--- src/rtl/wb_trace_fifo.sv ---
// wb_trace_fifo: writeback trace capture buffer.
// Every retired register write (wb_e/wb_a/wb_d) is stamped with a free-running
// cycle counter and queued in a circular buffer, drained over a valid/ready
// stream. The pipeline is never stalled: pushes into a full buffer are dropped,
// counted (saturating) and flagged via a sticky overflow bit.
// Optional build macro: WB_TRACE_X0_FILTER_EN -- when defined, writes to x0
// are ignored (not stored, not counted as drops).
module wb_trace_fifo #(
  parameter int DEPTH = 8,
  parameter int TS_W  = 16
) (
  input  logic                     clk,
  input  logic                     reset,
  input  logic                     wb_e,
  input  logic [4:0]               wb_a,
  input  logic [31:0]              wb_d,
  output logic                     out_valid,
  input  logic                     out_ready,
  output logic [4:0]               out_addr,
  output logic [31:0]              out_data,
  output logic [TS_W-1:0]          out_ts,
  output logic [$clog2(DEPTH):0]   count,
  output logic                     overflow,
  output logic [7:0]               drop_cnt,
  input  logic                     clr_overflow
);
  localparam int AW = $clog2(DEPTH);
  localparam int CW = AW + 1;
  localparam logic [CW-1:0] FULL_CNT = CW'(DEPTH);

  typedef struct packed {
    logic [4:0]      addr;
    logic [31:0]     data;
    logic [TS_W-1:0] ts;
  } entry_t;

  entry_t          mem_q [DEPTH];
  logic [AW-1:0]   wptr_q, wptr_d;
  logic [AW-1:0]   rptr_q, rptr_d;
  logic [CW-1:0]   count_q, count_d;
  logic [TS_W-1:0] ts_q, ts_d;
  logic            overflow_q, overflow_d;
  logic [7:0]      drop_cnt_q, drop_cnt_d;

  logic push_req, full, do_push, do_pop, drop;
  entry_t head;

  // Capture qualification, optionally filtering x0 writes.
`ifdef WB_TRACE_X0_FILTER_EN
  assign push_req = wb_e && (wb_a != 5'd0);
`else
  assign push_req = wb_e;
`endif

  assign full    = (count_q == FULL_CNT);
  assign do_pop  = out_valid && out_ready;
  // A push while full only fits if the head leaves on the same edge.
  assign do_push = push_req && (!full || do_pop);
  assign drop    = push_req && full && !do_pop;

  // Next-state for pointers, occupancy, timestamp and overflow tracking.
  always_comb begin
    wptr_d     = wptr_q;
    rptr_d     = rptr_q;
    count_d    = count_q;
    ts_d       = ts_q + TS_W'(1);
    overflow_d = overflow_q;
    drop_cnt_d = drop_cnt_q;

    if (do_push) wptr_d = wptr_q + AW'(1);
    if (do_pop)  rptr_d = rptr_q + AW'(1);

    case ({do_push, do_pop})
      2'b10:   count_d = count_q + CW'(1);
      2'b01:   count_d = count_q - CW'(1);
      default: count_d = count_q;
    endcase

    // A drop on the same edge as a clear wins: the new drop is the first one.
    if (drop) begin
      overflow_d = 1'b1;
      if (clr_overflow)              drop_cnt_d = 8'd1;
      else if (drop_cnt_q != 8'hFF)  drop_cnt_d = drop_cnt_q + 8'd1;
    end else if (clr_overflow) begin
      overflow_d = 1'b0;
      drop_cnt_d = 8'd0;
    end
  end

  // Control state register with asynchronous active-low clear.
  always_ff @(posedge clk or negedge reset) begin
    if (!reset) begin
      wptr_q     <= '0;
      rptr_q     <= '0;
      count_q    <= '0;
      ts_q       <= '0;
      overflow_q <= 1'b0;
      drop_cnt_q <= 8'd0;
    end else begin
      wptr_q     <= wptr_d;
      rptr_q     <= rptr_d;
      count_q    <= count_d;
      ts_q       <= ts_d;
      overflow_q <= overflow_d;
      drop_cnt_q <= drop_cnt_d;
    end
  end

  // Entry storage; contents need no reset since count gates visibility.
  always_ff @(posedge clk) begin
    if (do_push) mem_q[wptr_q] <= '{addr: wb_a, data: wb_d, ts: ts_q};
  end

  // Head read through the registered read pointer, zeroed when empty.
  always_comb begin
    head      = mem_q[rptr_q];
    out_valid = (count_q != '0);
    out_addr  = out_valid ? head.addr : 5'd0;
    out_data  = out_valid ? head.data : 32'd0;
    out_ts    = out_valid ? head.ts   : '0;
  end

  assign count    = count_q;
  assign overflow = overflow_q;
  assign drop_cnt = drop_cnt_q;

endmodule

--- config.mk ---
export PLATFORM = sky130hd
export DESIGN_NAME = wb_trace_fifo
export DESIGN_NICKNAME = d
export VERILOG_FILES = /design/src/rtl/wb_trace_fifo.sv
export SDC_FILE = /design/constraint.sdc
export NUM_CORES = 1
export LEC_CHECK = 0
export BUFFER_PORTS_ARGS = -buffer_cell sky130_fd_sc_hd__buf_2
export CAP_MARGIN = 20
export CORE_ASPECT_RATIO = 0.6
export CORE_MARGIN = 2
export CORE_UTILIZATION = 60
export DETAILED_ROUTE_END_ITERATION = 16
export PLACE_DENSITY = 0.9
export SYNTH_ARGS = -nofsm -noshare
export SYNTH_HDL_FRONTEND = slang
export SYNTH_SLANG_ARGS = --single-unit
export TNS_END_PERCENT = 100
--- constraint.sdc ---
create_clock -name clk -period 8.55 [get_ports clk]
set_input_delay 2.565 -clock clk [delete_from_list [all_inputs] [get_ports clk]]
set_output_delay 2.565 -clock clk [all_outputs]
set_load 0.01 [all_outputs]
After elaboration in Yosys (flattened, before gate mapping):

Memory sizes are Yosys's and may differ from the RTL's.
Cells that the tools add are included.

* flip-flop bits (word level): 35
* memory bits (writable): 424
* output and inout bits: 67
* logic and storage cells: 41
* memories kept: 1

Memory list
* mem_q: words 8, width 53, read ports 1, clocked after Yosys merged registers in 0, write ports 1, line 37 `entry_t mem_q [DEPTH];`

* add/sub/neg operators: 6
* equality and inequality tests: 4
* mux-type cells: 12
* reductions and logical operators: 12

Operators with widths (number)
* $mux 32: 1
* $mux 8: 4
* $add 16x1->16 const B: 1
* $mux 16: 1
* $add 8x1->8 const B: 1
* $ne 8x8->1 const B: 1
* $pmux 4 s2: 1
* $add 3x1->3 const B: 2
* $reduce_bool 2->1: 3
* $mux 5: 1
* $add 4x1->4 const B: 1
* $eq 4x4->1 const B: 1
* $logic_and 1x1->1: 4
* $mux 1: 4
* $reduce_bool 4->1: 1
* $sub 4x1->4 const B: 1
* $eq 2x1->1 const B: 1
* $eq 2x2->1 const B: 1
* $logic_not 1->1: 2
* $reduce_and 2->1: 1
* $logic_or 1x1->1: 1

Longest topological paths before layout:

* word-level depth: 6
* depth in mapped cells: 11
* mapped depth without buffers: 9

Worst setup path after synthesis:

No wires, ideal clock.

* path kind: input-to-reg
* start: input port out_ready
* end: memory mem_q[4][0] in the netlist's numbering (enable)
* library setup time: 614 ps
* data arrival time: 8664 ps
* data required time: 7936 ps
* path slack: -728 ps
* stages on the path: 4
* cells stage by stage: clkbuf_1 > nand2b_1 > o21ai_0 > nor4b_1

* longest elaborated chain between the ends: 5

RTL lines
* start, declared: line 18 `input logic out_ready,`
* $logic_and 1x1->1: line 56 `assign do_pop = out_valid && out_ready;`
* $logic_or 1x1->1: line 58 `assign do_push = push_req && (!full || do_pop);`
* $logic_and 1x1->1: line 58
* $mux 1: line 111 `if (do_push) mem_q[wptr_q] <= '{addr: wb_a, data: wb_d, ts: ts_q};`
* $mux 1 (not written as such): line 111
* end, declared: line 37

Every way passes these cells.

Worst setup path in the final report:

* start: register rptr_q[1]
* end: output port out_data[22]

* longest elaborated chain between the ends: 2

RTL lines
* start, declared: line 39 `logic [AW-1:0] rptr_q, rptr_d;`
* start signal, assigned: line 101 `rptr_q <= rptr_d;`
* $mem_v2 8x53
* $mux 32: line 119 `out_data = out_valid ? head.data : 32'd0;`
* end, declared: line 20 `output logic [31:0] out_data,`

Every way passes these cells.

==> flow_summary.ini <==
[drt]
wl_per_cell_um = 25.06
antenna_left = 0
first_pass_iters = 5
drc = 0
vias = 8663
viasPerCell = 6.161
drt_iter0_drc = 849
wl_um = 35230

[critical_path]
worstSetupStartpointType = flip-flop
required_ns = 5.99
ff2ff_path_depth = 4
path_max_fanout = 63
crit_path_end_kind = output pin
critPathKind = reg2out
arrival_ns = 3.25
worstReg2RegStart = count[0]
r2r_slack_ns = 5.76
reg2reg_to = mem_q[5][38]

[power_and_ir_drop]
leakage_nw = 6.907
ir_worst_vdd_mv = 0.2605
p_per_area_mw_per_mm2 = 335.0

[cts]
tritoncts = yes
numCtsBuffers = 41
cts_buffer_depth = 3
ctsResizeCount = 0
htreeDepth = 2
root_buffer = clkbuf_16
hold_buffers = 0
clkTransAtPathRegs_ns = 0.07
post-cts-setup-buffer-count = 0
cts.sinks = 459
clk_latency_ns = 0.54

[die]
die_h_um = 137.5
die_width_um = 226.5
top_level_ports = 109
num_rows = 48
fp.coreArea_mm2 = 0.02901
die_area_mm2 = 0.03115
start_util = 0.6145

[timing]
rsz0062_at_grt = no
max_slew_margin = 0.3261
finalMaxSlewViolations = 0
worst_pin_slew_ns = 1.003
fin_setup_tns_ns = 0
setup_slack_ns = 2.735
finalSetupViolCount = 0
clock.fmax_ghz = 0.1720
fin_crit_sh = 0.6801
hold_viol_final = 0
period_needed_ns = 5.815
fin_worst_skew_ns = 0.01427

[hold_path]
min_path_type = reg2reg
hold_depth = 1
worstHoldStart = overflow
holdPathEnd = overflow

[placed_design]
finalWeightedCongestion = 0.7941
dp_hpwl_um = 18160
port_buffers = 108
pre_cts_slack_ns = 3.332

[logic_synthesis]
postSynthCellCount = 858
synth_mux_area_frac = 0.1654
synthSimpleGateAreaFrac = 0.03545
synth_flop_cell = edfxtp_1
ys_seq_area_frac = 0.7634
synth_area_leaders = edfxtp_1 (71%), mux4_2 (13%), dfrtp_1 (4.9%)
synth_top_family_by_area = multiplexers
synth_adder_area_share = 0.003510
synth_top_area_frac = 0.7143
syn-num-nets = 905
synth_xor_area_frac = 0.008845
ys_top_cells_by_count = edfxtp_1 (424), mux4_2 (106), nor2_1 (64), mux2i_1 (55), dfrtp_1 (35)
synth_edf_count = 424
ys_ff_latch = 459
yosysWarnings = 0
ys_types = 46
avgSynthCellArea_um2 = 20.77
synth_area_mm2 = 0.01782
async_flop_share = 0.07625
synth.largest_area_cell = edfxtp_1
synth.most_common_cell = edfxtp_1
synth_compound_area_frac = 0.01116

[global_routing]
track_usage = 0.2345
grt_max_degree = 71
antenna_found_initial = 1
grt-ovfl-total = 0
grt_pass1_vias = 8714
grt_pass1_wl_um = 53190

[run_status]
status = finished clean

[flow_run]
maxCapViolCount = 0

[finish]
layout.nets = 1023
fill_cells = 1730
drive_gt1_frac = 0.2972
syn2layout_area_growth_pct = 13.13
num_antenna_cells = 0
[power breakdown]
| group | switching (mW) | internal [mW] | leakage (nW) | total, mW |
|---|---|---|---|---|
| Clock | 0.777 | 1.03 | 0.642 | 1.80 |
| Sequential | 0.243 | 2.79 | 4.30 | 3.03 |
| Combinational | 1.02 | 0.904 | 1.96 | 1.92 |
[per-stage QoR]
stage	hold slack [ns]	total power [mW]	util	instances	instance area [µm²]
CTS	0.4844	6.826	0.6951	1406	20160
detailed placement	0.4708	5.013	0.6499	1333	18850
finish	0.4808	6.756	0.6951	1406	20160
global route	0.5034	7.054	0.6951	1406	20160
global placement	0.4608	4.959	0.6499	1333	18850
floorplan	0.5210	4.347	-	858	17840
[cell families (layout without fill, tap and decap cells)]
| logic type | count (synthesis) | count (layout) |
|---|---|---|
| AOI/OAI and AO/OA | 29 | 29 |
| xor gates and xnor gates | 18 | 18 |
| adders and majority gates | 5 | 5 |
| buffers and inverters | 51 | 199 |
| DFF | 459 | 459 |
| muxes | 162 | 162 |
| and+or+nand+nor | 134 | 134 |
[cells in the final DEF (no fill, tap or decap), drive strengths merged, types with 2 or more instances in the layout]
| cell | instances |
|---|---|
| nand4 | 5 |
| mux4 | 106 |
| a21oi | 7 |
| o31ai | 3 |
| or4 | 3 |
| nand3 | 12 |
| edfxtp | 424 |
| o21ai | 4 |
| clkinv | 12 |
| nor3b | 2 |
| mux2i | 55 |
| nand3b | 3 |
| ha | 5 |
| nor4 | 3 |
| and4 | 3 |
| o211ai | 2 |
| xor2 | 6 |
| nor2 | 65 |
| or3 | 3 |
| nor3 | 10 |
| dfrtp | 35 |
| nand2b | 2 |
| clkbuf | 54 |
| nand2 | 17 |
| xnor2 | 12 |
| buf | 120 |
| a21o | 3 |
| and2 | 3 |
| inv | 9 |
| bufinv | 3 |
[worst max-delay path by stage]
| stage | start | end | slack [ns] | cells after the start |
|---|---|---|---|---|
| after floorplan | out_ready | mem_q[6][0] | 0.84 | 5 |
| after global placement | rptr_q[0] | out_ts[2] | 3.35 | 5 |
| after detailed placement | rptr_q[0] | out_data[27] | 3.33 | 5 |
| after CTS | rptr_q[0] | out_data[22] | 2.71 | 5 |
| after global routing | rptr_q[0] | out_data[23] | 2.50 | 5 |
| final | rptr_q[1] | out_data[22] | 2.73 | 5 |
[registers in the layout, indices dropped and copies added (netlist names)]
signal / cells
overflow: 1
count: 4
mem_q: 424
wptr_q: 3
rptr_q: 3
drop_cnt: 8
ts_q: 16
[per-layer routing]
layer | wire (µm) | vias up | GRT usage
met3 | 2744 | 56 | 0.04159
met1 | 14830 | 4484 | 0.3493
met2 | 17100 | 387 | 0.3727
li1 | - | 3734 | -
met4 | 550 | 2 | 0.05409
met5 | 7 | - | 0
[worst max-delay path, stage by stage (launching register included)]
cell	delay, ns
dfrtp_4	1.02
buf_4	0.68
mux4_2	0.42
mux2i_1	0.20
nor2_1	0.11
buf_2	0.19
[cell type report]
type	instances	area (µm²)	area share
Tap cell	400	500.5	0.02482
Timing Repair Buffer	120	643.1	0.03189
Inverter	6	22.52	0.001117
Sequential cell	459	13620	0.6754
Multi-Input combinational cell	348	4068	0.2017
Clock buffer	54	1127	0.05591
Clock inverter	19	183.9	0.009121
Note: power is estimated with default switching activity, not from simulation.
